## config.mk

```make
export PLATFORM = sky130hd
export DESIGN_NAME = attention_sched
export DESIGN_NICKNAME = d
export VERILOG_FILES = /design/src/rtl/attention_sched.sv
export SDC_FILE = /design/constraint.sdc
export NUM_CORES = 1
export LEC_CHECK = 0
export ABC_AREA = 0
export BUFFER_PORTS_ARGS = -buffer_cell sky130_fd_sc_hd__buf_2
export CAP_MARGIN = 10
export CORE_MARGIN = 3
export CORE_UTILIZATION = 30
export DETAILED_ROUTE_END_ITERATION = 10
export PLACE_DENSITY = 0.6
export SYNTH_ARGS = -nofsm -noshare
export SYNTH_HDL_FRONTEND = slang
export SYNTH_SLANG_ARGS = --single-unit
```

## constraint.sdc

```tcl
create_clock -name i_clk -period 4.19 [get_ports i_clk]
set_input_delay 0.838 -clock i_clk [delete_from_list [all_inputs] [get_ports i_clk]]
set_output_delay 0.838 -clock i_clk [all_outputs]
set_load 0.02 [all_outputs]
```

## src/rtl/attention_sched.sv

```systemverilog
// attention_sched: start/done sequencer feeding the MX softmax rows.
// Optional softmax-output watchdog: define ATTN_SCHED_WATCHDOG_EN.
module attention_sched #(
  parameter int S_kv = 4,
  parameter int k = 2,
  parameter int MM1_LAT = 2,
  parameter int MM2_LAT = 2,
  parameter int TO_CYCLES = 64,
  localparam int CW = $clog2(S_kv),
  localparam int BW = (S_kv / k > 1) ? $clog2(S_kv / k) : 1
) (
  input  logic          i_clk,
  input  logic          i_rst_n,
  input  logic          i_start,
  output logic          o_busy,
  output logic          o_done,
  output logic          o_sm_vld,
  input  logic          i_sm_rdy,
  output logic [CW-1:0] o_sm_col,
  input  logic          i_sm_ovld,
  output logic          o_cap_en,
  output logic [CW-1:0] o_cap_col,
  output logic [BW-1:0] o_cap_blk,
  output logic          o_err
);

  localparam int KW = $clog2(k);
  localparam int WMAX = (MM1_LAT > MM2_LAT) ? MM1_LAT : MM2_LAT;
  localparam int WW = $clog2(WMAX + 1);
  localparam logic [CW:0] CAP_END = (CW+1)'(S_kv);
  localparam logic [CW-1:0] COL_LAST = CW'(S_kv - 1);

  if (S_kv < k || MM1_LAT < 1 || MM2_LAT < 1 || TO_CYCLES < 1)
  begin : g_bad_cfg
    $error("attention_sched: illegal parameter set");
  end

  typedef enum logic [2:0] {
    IDLE,
    MM1_WAIT,
    SM_FEED,
    SM_DRAIN,
    MM2_WAIT
  } state_t;

  state_t        state, state_d;
  logic [WW-1:0] wait_cnt, wait_d;
  logic [CW-1:0] iss_cnt, iss_d;
  logic [CW:0]   cap_cnt, cap_d;
  logic          in_sm;
  logic          cap_en;

`ifdef ATTN_SCHED_WATCHDOG_EN
  localparam int WDW = $clog2(TO_CYCLES + 1);
  logic [WDW-1:0] wd_cnt, wd_d;
  logic           err_q, err_d;
`endif

  assign in_sm  = (state == SM_FEED) || (state == SM_DRAIN);
  // Beats past the S_kv-th are stray and must not move the counter.
  assign cap_en = in_sm && i_sm_ovld && (cap_cnt != CAP_END);

  always_comb begin
    state_d = state;
    wait_d  = wait_cnt;
    iss_d   = iss_cnt;
    cap_d   = cap_cnt;
`ifdef ATTN_SCHED_WATCHDOG_EN
    wd_d    = wd_cnt;
    err_d   = err_q;
`endif
    if (cap_en) cap_d = cap_cnt + (CW+1)'(1);
    unique case (state)
      IDLE: begin
        if (i_start) begin
          state_d = MM1_WAIT;
          wait_d  = WW'(MM1_LAT - 1);
          iss_d   = '0;
          cap_d   = '0;
`ifdef ATTN_SCHED_WATCHDOG_EN
          wd_d    = '0;
          err_d   = 1'b0;
`endif
        end
      end
      MM1_WAIT: begin
        if (wait_cnt == '0) state_d = SM_FEED;
        else wait_d = wait_cnt - WW'(1);
      end
      SM_FEED: begin
        if (i_sm_rdy) begin
          iss_d = iss_cnt + CW'(1);
          if (iss_cnt == COL_LAST) state_d = SM_DRAIN;
        end
      end
      SM_DRAIN: begin
        if (cap_cnt == CAP_END) begin
          state_d = MM2_WAIT;
          wait_d  = WW'(MM2_LAT - 1);
        end
      end
      MM2_WAIT: begin
        if (wait_cnt == '0) state_d = IDLE;
        else wait_d = wait_cnt - WW'(1);
      end
      default: state_d = IDLE;
    endcase
`ifdef ATTN_SCHED_WATCHDOG_EN
    // Timeout overrides any feed/drain progress made this cycle.
    if (in_sm) begin
      if (cap_en) begin
        wd_d = '0;
      end else if (wd_cnt == WDW'(TO_CYCLES - 1)) begin
        state_d = IDLE;
        err_d   = 1'b1;
      end else begin
        wd_d = wd_cnt + WDW'(1);
      end
    end
`endif
  end

  always_ff @(posedge i_clk or negedge i_rst_n) begin
    if (!i_rst_n) begin
      state    <= IDLE;
      wait_cnt <= '0;
      iss_cnt  <= '0;
      cap_cnt  <= '0;
`ifdef ATTN_SCHED_WATCHDOG_EN
      wd_cnt   <= '0;
      err_q    <= 1'b0;
`endif
    end else begin
      state    <= state_d;
      wait_cnt <= wait_d;
      iss_cnt  <= iss_d;
      cap_cnt  <= cap_d;
`ifdef ATTN_SCHED_WATCHDOG_EN
      wd_cnt   <= wd_d;
      err_q    <= err_d;
`endif
    end
  end

  assign o_busy    = (state != IDLE);
  assign o_sm_vld  = (state == SM_FEED);
  assign o_done    = (state == MM2_WAIT) && (wait_cnt == '0);
  assign o_sm_col  = iss_cnt;
  assign o_cap_en  = cap_en;
  assign o_cap_col = cap_cnt[CW-1:0];
  assign o_cap_blk = BW'(o_cap_col >> KW);

`ifdef ATTN_SCHED_WATCHDOG_EN
  assign o_err = err_q;
`else
  assign o_err = 1'b0;
`endif

endmodule
```

==> metrics.yaml, run 1 <==
global_routing:
  busiest_layer: "met2"
  grt_pass1_wl_um: 2190
  track_usage_pct: 10.8
  grt_use_met1_pct: 14.5
  antenna_found_initial: 0
  grt_pass1_vias: 488
  use_met3_pct: 5.07
  grt.overflow.total: 0
  met2_usage_pct: 15.5
  grt_max_degree: 16
clock_network:
  h-tree-depth: 1
  clk-insertion-delay-late_ns: 0.26
  cts_max_path_buffers: 2
  cts_resized: 0
  clk_pin_slew_ns: 0.07
  cts_tree: "yes"
  cts-hold-fix-buffers: 0
  cts_setup_buffers: 0
  root_buffer: "clkbuf_4"
  cts_made_buffers: 3
  cts.sinks: 10
drt:
  wirelength_um: 1310
  antenna_left: 0
  post_drt_wl_per_cell_um: 11.5
  drtPass1Iterations: 4
  via_per_inst: 4.94
  drc: 0
  via_count: 563
  drtIter0Drc: 7
critical_path:
  cp-end-kind: "output pin"
  worstPathCellList: "nand3b_1 -> nor2_1 -> buf_2"
  crit_path_start_kind: "flip-flop"
  worstPathArrival_ns: 1.47
  critPathKind: "reg2out"
  r2r_cells: 5
  crit_fanout: 15
  critPathRequiredTime_ns: 3.35
  slowest_stage: "dfrtp_1"
  slowest_delay_ns: 0.63
final_layout:
  multiInputGateArea_um2: 352
  drive_gt1_share_pct: 23.0
  seq_area_um2: 250
  n_antenna_cell: 0
  fillCellCount: 227
  utilization_pct: 37.6
  syn2layout_area_growth_pct: 14.8
  num-nets-final: 97
synth:
  synth_commonest_cells: "dfrtp_1, inv_1, a21oi_1"
  synth_ff_type: "dfrtp_1"
  synth.most_common_cell: "dfrtp_1"
  synth.avg_cell_area_um2: 8.79
  synth_top_cell_area_share_pct: 37.5
  synth_edf_count: 0
  ys_ff_latch: 10
  post-synth-top-area-cell: "dfrtp_1"
  syn_nets: 85
  syn_area_um2: 668
  synth-async-reset-ratio_pct: 100
  syn_inst: 76
  synth_area_leaders: "dfrtp_1, ha_1, inv_1"
  yosysWarningCount: 0
  ys_types: 31
  yosysSeqAreaShare_pct: 37.5
sta:
  fin_skew_ns: 0.00361
  hold_viol: 0
  max_freq_mhz: 433
  setup_viol: 0
  drv_slew: 0
  fin_setup_tns_ns: 0
  fin_crit_sh_pct: 55.2
  rsz0062_at_grt: "no"
  period_minus_slack_ns: 2.31
worst_hold_path:
  hp-class: "in2async"
power_and_ir_drop:
  power_frac_comb_pct: 50.3
  seq_power_share_pct: 34.8
  p_int_mw: 0.323
  switching_power_mw: 0.253
  switching_share_pct: 43.9
  p_total_mw: 0.575
  powerDensity_mw_per_mm2: 750
  ir_drop_mv: 0.337
  p_leak_nw: 0.382
  pwr-share-clk_pct: 14.9
die:
  die_x_um: 53.2
  core_mm2: 0.00204
  die_h_um: 53.2
  row_count: 16
  ios: 15
  initial_core_util_pct: 32.7
  die_area_mm2: 0.00283
placed_design:
  hpwlAfterDp_um: 955
  io_buffers: 13
  finalWeightedCongestion: 0.659
run:
  cap_violations: 0
outcome:
  status: "complete, no violations"
==> cell families (layout without fill, tap and decap cells) <==
family | count (synthesis) | after routing | synth area share (%)
multiplexers | 3 | 3 | 5.24
flip-flops | 10 | 10 | 37.5
XOR/XNOR | 1 | 1 | 1.31
adder cells (fa/ha/maj) | 4 | 4 | 7.49
AND/OR/NAND/NOR | 29 | 29 | 24.9
buffers and inverters | 14 | 25 | 9.92
AO/OA/AOI/OAI | 14 | 14 | 13.1
other | 1 | 1 | 0.561
==> worst paths after layout <==
| check | start | endpoint | slack (ns) |
|---|---|---|---|
| max | state[1]$_DFFE_PN0P_ | o_cap_en | 1.88 |
| min | i_rst_n | o_sm_col[0]$_DFFE_PN0P_ | 0.42 |
| max reg2reg | cap_cnt[0]$_DFF_PN0_ | wait_cnt[1]$_DFFE_PN0P_ | 2.55 |
| min reg2reg | wait_cnt[1]$_DFFE_PN0P_ | wait_cnt[1]$_DFFE_PN0P_ | 0.53 |
| max in group asynchronous | i_rst_n | o_sm_col[1]$_DFFE_PN0P_ | 3.57 |
| min in group i_clk | wait_cnt[1]$_DFFE_PN0P_ | wait_cnt[1]$_DFFE_PN0P_ | 0.53 |
==> metrics by stage <==
| step | area (um^2) | std cells | hold WS, ns | setup slack [ns] |
|---|---|---|---|---|
| after floorplan | 668 | 76 | 0.482 | 2.06 |
| after global placement | 731 | 110 | 0.495 | 2.00 |
| after detailed placement | 731 | 110 | 0.508 | 1.96 |
| after CTS | 767 | 114 | 0.421 | 1.89 |
| after global routing | 767 | 114 | 0.420 | 1.76 |
| final | 767 | 114 | 0.424 | 1.88 |
==> layer usage <==
layer  up-vias  share of wire (%)
li1        278                  -
met1       263                 45
met2        20                 47
met3         2                7.4
met4         0               0.46
met5         -                  0
==> layout by cell type, fill, tap and decap left out, types with 3 or more instances in the layout <==
master    synthesis  layout
a21oi_1           5       5
buf_2             2      13
clkbuf_4          0       3
dfrtp_1          10      10
ha_1              4       4
inv_1             8       8
nand2_1           4       4
nand2b_1          4       4
nor2_1            4       4
nor3_1            3       3
or3_1             3       3
==> cell type report <==
cell class / instances / share of cell area (%)
Multi-Input combinational cell: 52 / 45.8
Sequential cell: 10 / 32.6
Timing Repair Buffer: 13 / 8.48
Tap cell: 27 / 4.40
Inverter: 8 / 3.92
Clock buffer: 4 / 4.73
==> critical path, delay by kind of cell (launching register included) <==
kind / cells / cell delay, ns
buffers and inverters: 1 / 0.17
DFF: 1 / 0.63
and+or+nand+nor: 2 / 0.41
==> registers in the layout (all words and copies together) (netlist names) <==
| register | count |
|---|---|
| wait_cnt | 2 |
| o_sm_col | 2 |
| cap_cnt | 3 |
| state | 3 |
==> power groups by stage <==
| stage | clock, mW | combinational [mW] | sequential, mW |
|---|---|---|---|
| CTS | 0.0902 | 0.293 | 0.199 |
| finish | 0.0859 | 0.290 | 0.200 |
| global route | 0.0956 | 0.324 | 0.210 |
| global placement | 0 | 0.284 | 0.200 |
| detailed placement | 0 | 0.291 | 0.201 |
| floorplan | 0 | 0.248 | 0.182 |
No activity file was read; power rests on OpenSTA's default activity.
==> run 2, diff against run 1 <==
- clock period: 4.19 -> 2.26 ns (I/O delays scaled with it)
==> run 2 against run 1 <==
Clock power up 34%. Sequential cell count unchanged. Largest power group unchanged. Clock-buffer cell count down 1. Wire length decreased by 4.7%. Highest routed layer unchanged.
==> metrics.yaml, run 2 (same netlist as run 1, synthesis figures left out) <==
sta:
  fin_crit_sh_pct: 83.3
  drv_slew: 0  # unchanged
  hold_viol: 0  # unchanged
  rsz0062_at_grt: "no"  # unchanged
  fin_skew_ns: 0.00476  # was 0.00361 ns
  period_minus_slack_ns: 1.88
  fin_setup_tns_ns: 0  # unchanged
  setup_viol: 0  # unchanged
  max_freq_mhz: 531
clock_network:
  root_buffer: "clkbuf_4"  # unchanged
  cts_max_path_buffers: 2  # unchanged
  clk_pin_slew_ns: 0.06  # was 0.07 ns
  cts.sinks: 10  # unchanged
  cts_made_buffers: 3  # unchanged
  h-tree-depth: 1  # unchanged
  cts_setup_buffers: 0  # unchanged
  clk-insertion-delay-late_ns: 0.26  # about the same
  cts_tree: "yes"  # unchanged
  cts-hold-fix-buffers: 0  # unchanged
  cts_resized: 0  # unchanged
power_and_ir_drop:
  p_total_mw: 1.02  # was 0.575 mW
  ir_drop_mv: 0.584  # was 0.337 mV
  powerDensity_mw_per_mm2: 1350  # was 750 mW/mm^2
  p_leak_nw: 0.375  # was 0.382 nW
global_routing:
  grt_max_degree: 16  # unchanged
  grt_pass1_wl_um: 2170  # was 2190 um
  grt.overflow.total: 0  # unchanged
  track_usage_pct: 11.1  # was 10.8%
  antenna_found_initial: 0  # unchanged
  grt_pass1_vias: 486  # was 488
final_layout:
  syn2layout_area_growth_pct: 12.7  # was 14.8%
  n_antenna_cell: 0  # unchanged
  reg_top3: "cap_cnt x3, state x3"  # unchanged
  mostFrequentLayoutCells: "buf_2, dfrtp_1, inv_1"  # unchanged
  num-nets-final: 97  # unchanged
  fillCellCount: 230  # was 227
  drive_gt1_share_pct: 22.1  # was 23.0%
  final_common_cell: "buf_2"  # unchanged
placed_design:
  hpwlAfterDp_um: 974  # was 955 um
  finalWeightedCongestion: 0.646  # was 0.659
  io_buffers: 13  # unchanged
critical_path:
  worstPathCellList: "nand3b_1 -> nor2_1 -> buf_2"  # unchanged
  critPathTopFamily: "flip-flops"  # unchanged
  slowest_delay_ns: 0.61  # was 0.63 ns
  critPathRequiredTime_ns: 1.81  # was 3.35 ns
  slowest_stage: "dfrtp_1"  # unchanged
  critPathKind: "reg2out"  # unchanged
  worst-path-buf-inv: 1  # unchanged
  crit_fanout: 15  # unchanged
  cp-end-kind: "output pin"  # unchanged
  crit_path_start_kind: "flip-flop"  # unchanged
  worstPathArrival_ns: 1.43  # was 1.47 ns
drt:
  wirelength_um: 1250  # was 1310 um
  drc: 0  # unchanged
  drtIter0Drc: 6  # was 7
  post_drt_wl_per_cell_um: 11.1  # was 11.5 um
  via_count: 536  # was 563
  antenna_left: 0  # unchanged
  via_per_inst: 4.74  # was 4.94
  drtPass1Iterations: 4  # unchanged
run:
  cap_violations: 0  # unchanged
die:
  initial_core_util_pct: 32.7  # unchanged
  die_x_um: 53.2  # unchanged
  row_count: 16  # unchanged
  core_mm2: 0.00204  # unchanged
  die_area_mm2: 0.00283  # unchanged
  ios: 15  # unchanged
  die_h_um: 53.2  # unchanged
outcome:
  status: "complete, no violations"  # unchanged
worst_hold_path:
  hp-class: "in2async"  # unchanged
run 2: cell count changes in the layout (fill, tap and decap cells not counted), sizes merged:
cell    before  now
clkbuf       4    3
run 2: final timing paths:
| path | start | endpoint | slack [ns] | cells after the start |
|---|---|---|---|---|
| setup / recovery | state[1]$_DFFE_PN0P_ | o_cap_en | 0.38 | 3 |
| hold / removal | i_rst_n | wait_cnt[0]$_DFFE_PN0P_ | 0.04 | 1 |
| setup reg to reg | cap_cnt[1]$_DFF_PN0_ | wait_cnt[1]$_DFFE_PN0P_ | 0.68 | 5 |
| hold reg to reg | wait_cnt[1]$_DFFE_PN0P_ | wait_cnt[1]$_DFFE_PN0P_ | 0.53 | 1 |
| max in group asynchronous | i_rst_n | cap_cnt[0]$_DFF_PN0_ | 2.02 | 1 |
| min in group i_clk | wait_cnt[1]$_DFFE_PN0P_ | wait_cnt[1]$_DFFE_PN0P_ | 0.53 | 1 |
run 2: stage by stage:
stage | hold WS (ns) | setup WS (ns) | std cells | util, % | cell area (um^2)
after floorplan | 0.156 | 0.600 | 76 | - | 668
after global placement | 0.326 | 0.653 | 110 | 35.8 | 731
after detailed placement | 0.330 | 0.628 | 110 | 35.8 | 731
after CTS | 0.0436 | 0.353 | 113 | 36.9 | 753
after global routing | 0.0353 | 0.206 | 113 | 36.9 | 753
final | 0.0401 | 0.378 | 113 | 36.9 | 753
run 2: final cells by class:
type,instances,area [um^2],share of cell area (%)
repair buffers,13,65.1,8.64
multi-input cells,52,352,46.7
flip-flops and latches,10,250,33.2
clock buffers,3,22.5,2.99
inverters,8,30.0,3.99
well taps,27,33.8,4.49
run 2: layer usage:
layer	global-route usage, %	up-vias	wire length, um
met2	16.1	12	564
met5	0	-	0
met3	5.63	2	86
met1	13.9	240	588
li1	-	282	-
met4	3.83	0	11
run 2: report_power, final:
part	leakage, nW	internal (mW)	switching (mW)
clock network	0.0138	0.0612	0.0543
registers	0.126	0.254	0.114
logic	0.235	0.247	0.289
==> run 3, diff against run 2 <==
- ABC_AREA: 0 -> 1
- clock period: 2.26 -> 1.9 ns (I/O delays scaled with it)
==> run 3 against run 2 <==
Wire length grew 14%. Clock-buffer cell count grew 1. Sequential power grew 15%. First-iteration DRC count grew to 2.7 times the previous value. Sequential share of layout area shrank 3.7 points. Cell count grew 22%. Setup slack lost 0.29 ns. Synthesized area grew 5.2%. Register-to-register slack lost 0.26 ns. Via count grew 15%. Combinational power grew 72%. Critical path type unchanged.
==> metrics.yaml, run 3 <==
drt:
  via_per_inst: 4.46  # was 4.74
  post_drt_wl_per_cell_um: 10.4  # was 11.1 um
  drtPass1Iterations: 4  # unchanged
  drc: 0  # unchanged
  via_count: 616  # was 536
  wirelength_um: 1430  # was 1250 um
  drtIter0Drc: 16  # was 6
  antenna_left: 0  # unchanged
outcome:
  status: "complete, no violations"  # unchanged
synth:
  synth.most_common_cell: "nand2_1"  # was dfrtp_1
  synth_commonest_cells: "nand2_1, inv_1, dfrtp_1, nand3_1"  # was dfrtp_1, inv_1, a21oi_1
  ys_types: 22  # was 31
  syn_area_um2: 703  # was 668 um^2
  ys_ff_latch: 10  # unchanged
  synth.avg_cell_area_um2: 7.56  # was 8.79 um^2
  yosysSeqAreaShare_pct: 35.6  # was 37.5%
  yosysWarningCount: 0  # unchanged
  syn_nets: 102  # was 85
  synth_top_cell_area_share_pct: 35.6  # was 37.5%
  synth_edf_count: 0  # unchanged
  synth_area_leaders: "dfrtp_1, nand2_1, inv_1"  # was dfrtp_1, ha_1, inv_1
  synth-async-reset-ratio_pct: 100  # unchanged
  syn_inst: 93  # was 76
  synth_ff_type: "dfrtp_1"  # unchanged
  post-synth-top-area-cell: "dfrtp_1"  # unchanged
sta:
  max_freq_mhz: 551
  layout_setup_ws_ns: 0.0867  # was 0.378 ns
  fin_setup_tns_ns: 0  # unchanged
  hold_viol: 0  # unchanged
  fin_skew_ns: 0.00191  # was 0.00476 ns
  setup_viol: 0  # unchanged
  fin_crit_sh_pct: 95.4
  period_minus_slack_ns: 1.81
  drv_slew: 0  # unchanged
final_layout:
  fillCellCount: 226  # was 230
  n_antenna_cell: 0  # unchanged
  syn2layout_area_growth_pct: 20.5  # was 12.7%
  num-nets-final: 121  # was 97
  reg_top3: "cap_cnt x3, state x3"  # unchanged
  mostFrequentLayoutCells: "nand2_1, inv_1, buf_2"  # was buf_2, dfrtp_1, inv_1
  final_common_cell: "nand2_1"  # was buf_2
  final_cells: 138  # was 113
  utilization_pct: 40.7  # was 36.9%
  drive_gt1_share_pct: 29.7  # was 22.1%
placed_design:
  dpl_worst_slack_ns: 0.317  # was 0.628 ns
  dp_cells: 129  # was 110
  finalWeightedCongestion: 0.743  # was 0.646
  hpwlAfterDp_um: 1070  # was 974 um
  io_buffers: 13  # unchanged
die:
  initial_core_util_pct: 33.8  # was 32.7%
  core_mm2: 0.00208  # was 0.00204 mm^2
  die_x_um: 54.4  # was 53.2 um
  row_count: 16  # unchanged
  die_h_um: 54.4  # was 53.2 um
  die_area_mm2: 0.00296  # was 0.00283 mm^2
  ios: 15  # unchanged
clock_network:
  cts_max_path_buffers: 2  # unchanged
  cts_made_buffers: 3  # unchanged
  h-tree-depth: 1  # unchanged
  cts_tree: "yes"  # unchanged
  clk_pin_slew_ns: 0.07  # was 0.06 ns
  cts.sinks: 10  # unchanged
  root_buffer: "clkbuf_4"  # unchanged
  clk-insertion-delay-late_ns: 0.27  # was 0.26 ns
global_routing:
  grt_pass1_vias: 580  # was 486
  antenna_found_initial: 0  # unchanged
  grt.overflow.total: 0  # unchanged
  track_usage_pct: 11.9  # was 11.1%
  grt_pass1_wl_um: 2490  # was 2170 um
  grt_max_degree: 11  # was 16
run:
  cap_violations: 0  # unchanged
critical_path:
  crit_path_start_kind: "flip-flop"  # unchanged
  r2r_start: "cap_cnt[1]$_DFF_PN0_"  # unchanged
  crit_path_end: "o_cap_en"  # unchanged
  setup.worst_path.start: "cap_cnt[1]$_DFF_PN0_"  # was state[1]$_DFFE_PN0P_
  crit_fanout: 5  # was 15
  reg2reg_to: "cap_cnt[2]$_DFF_PN0_"  # was wait_cnt[1]$_DFFE_PN0P_
  critPathRequiredTime_ns: 1.52  # was 1.81 ns
  reg2reg_slack_ns: 0.42  # was 0.68 ns
  critPathKind: "reg2out"  # unchanged
  worstPathArrival_ns: 1.43  # about the same
  cp-end-kind: "output pin"  # unchanged
  r2r_cells: 8  # was 5
power_and_ir_drop:
  p_leak_nw: 0.480  # was 0.375 nW
  powerDensity_mw_per_mm2: 1820  # was 1350 mW/mm^2
  ir_drop_mv: 0.910  # was 0.584 mV
worst_hold_path:
  hp-class: "reg2reg"  # was in2async
==> run 3: cell count changes after synthesis, sizes merged, moves of 3 or more <==
| cell | previous run | this run |
|---|---|---|
| a21oi | 5 | 2 |
| inv | 8 | 15 |
| nand2 | 4 | 30 |
| nand2b | 4 | 0 |
| nand3 | 1 | 9 |
| nor2 | 4 | 7 |
| o21ai | 2 | 5 |
| or3 | 4 | 0 |
==> run 3: kinds of logic after synthesis <==
kind of cell    after synthesis  synth area share (%)
flops                        10                  35.6
fa+ha+maj                     4                  7.12
other cells                   1                 0.533
simple gates                 52                  39.0
buf+inv                      19                  12.8
compound gates                7                  4.98
==> run 3: critical path, stage by stage (launching register included) <==
cell and delay [ns]:
dfrtp_1 0.38, inv_1 0.07, ha_1 0.19, nand2_1 0.08, nand4_1 0.18, inv_1 0.13
buf_4 0.14
==> run 3: per-stage QoR <==
stage	hold WS, ns	instance area [um^2]	power, mW
finish	0.480	847	1.54
global route	0.513	847	1.71
CTS	0.485	815	1.51
detailed placement	0.257	768	1.30
global placement	0.255	768	1.28
floorplan	0.0844	703	1.13
==> run 3: layer usage <==
metal | track usage [%] | vias up | wire (um)
li1 | - | 320 | -
met1 | 15.8 | 274 | 702
met2 | 17.9 | 18 | 631
met3 | 2.45 | 4 | 73
met4 | 6.22 | 0 | 24
met5 | 0 | - | 0
==> run 3: power by group <==
group	switching (mW)	total [mW]	internal, mW
logic	0.584	0.921	0.337
clock network	0.0793	0.196	0.116
registers	0.116	0.422	0.306
total	0.779	1.54	0.760
==> run 3: how the worst min path moves through the flow <==
stage	startpoint	to	slack [ns]	depth (start not counted)
floorplan	i_rst_n	cap_cnt[0]$_DFF_PN0_	0.08	0
global placement	i_rst_n	wait_cnt[1]$_DFFE_PN0P_	0.26	1
detailed placement	i_rst_n	wait_cnt[1]$_DFFE_PN0P_	0.26	1
CTS	wait_cnt[1]$_DFFE_PN0P_	wait_cnt[1]$_DFFE_PN0P_	0.49	2
global route	wait_cnt[1]$_DFFE_PN0P_	wait_cnt[1]$_DFFE_PN0P_	0.51	2
finish	wait_cnt[0]$_DFFE_PN0P_	wait_cnt[0]$_DFFE_PN0P_	0.48	2
==> run 3: final cells by class <==
cell class                      count  area (um^2)  area share, %
Multi-Input combinational cell     64          363           42.8
Sequential cell                    10          250           29.5
Timing Repair Buffer               18          108           12.7
Inverter                           15         56.3           6.65
Clock buffer                        4         36.3           4.28
Tap cell                           27         33.8           3.99
==> run 3: timing repair <==
action	4_1_cts	5_1_grt
hold endpoints to repair	10	0
hold buffers	1	0
setup endpoints to repair	0	1
resized for setup	0	1
setup buffers	0	4
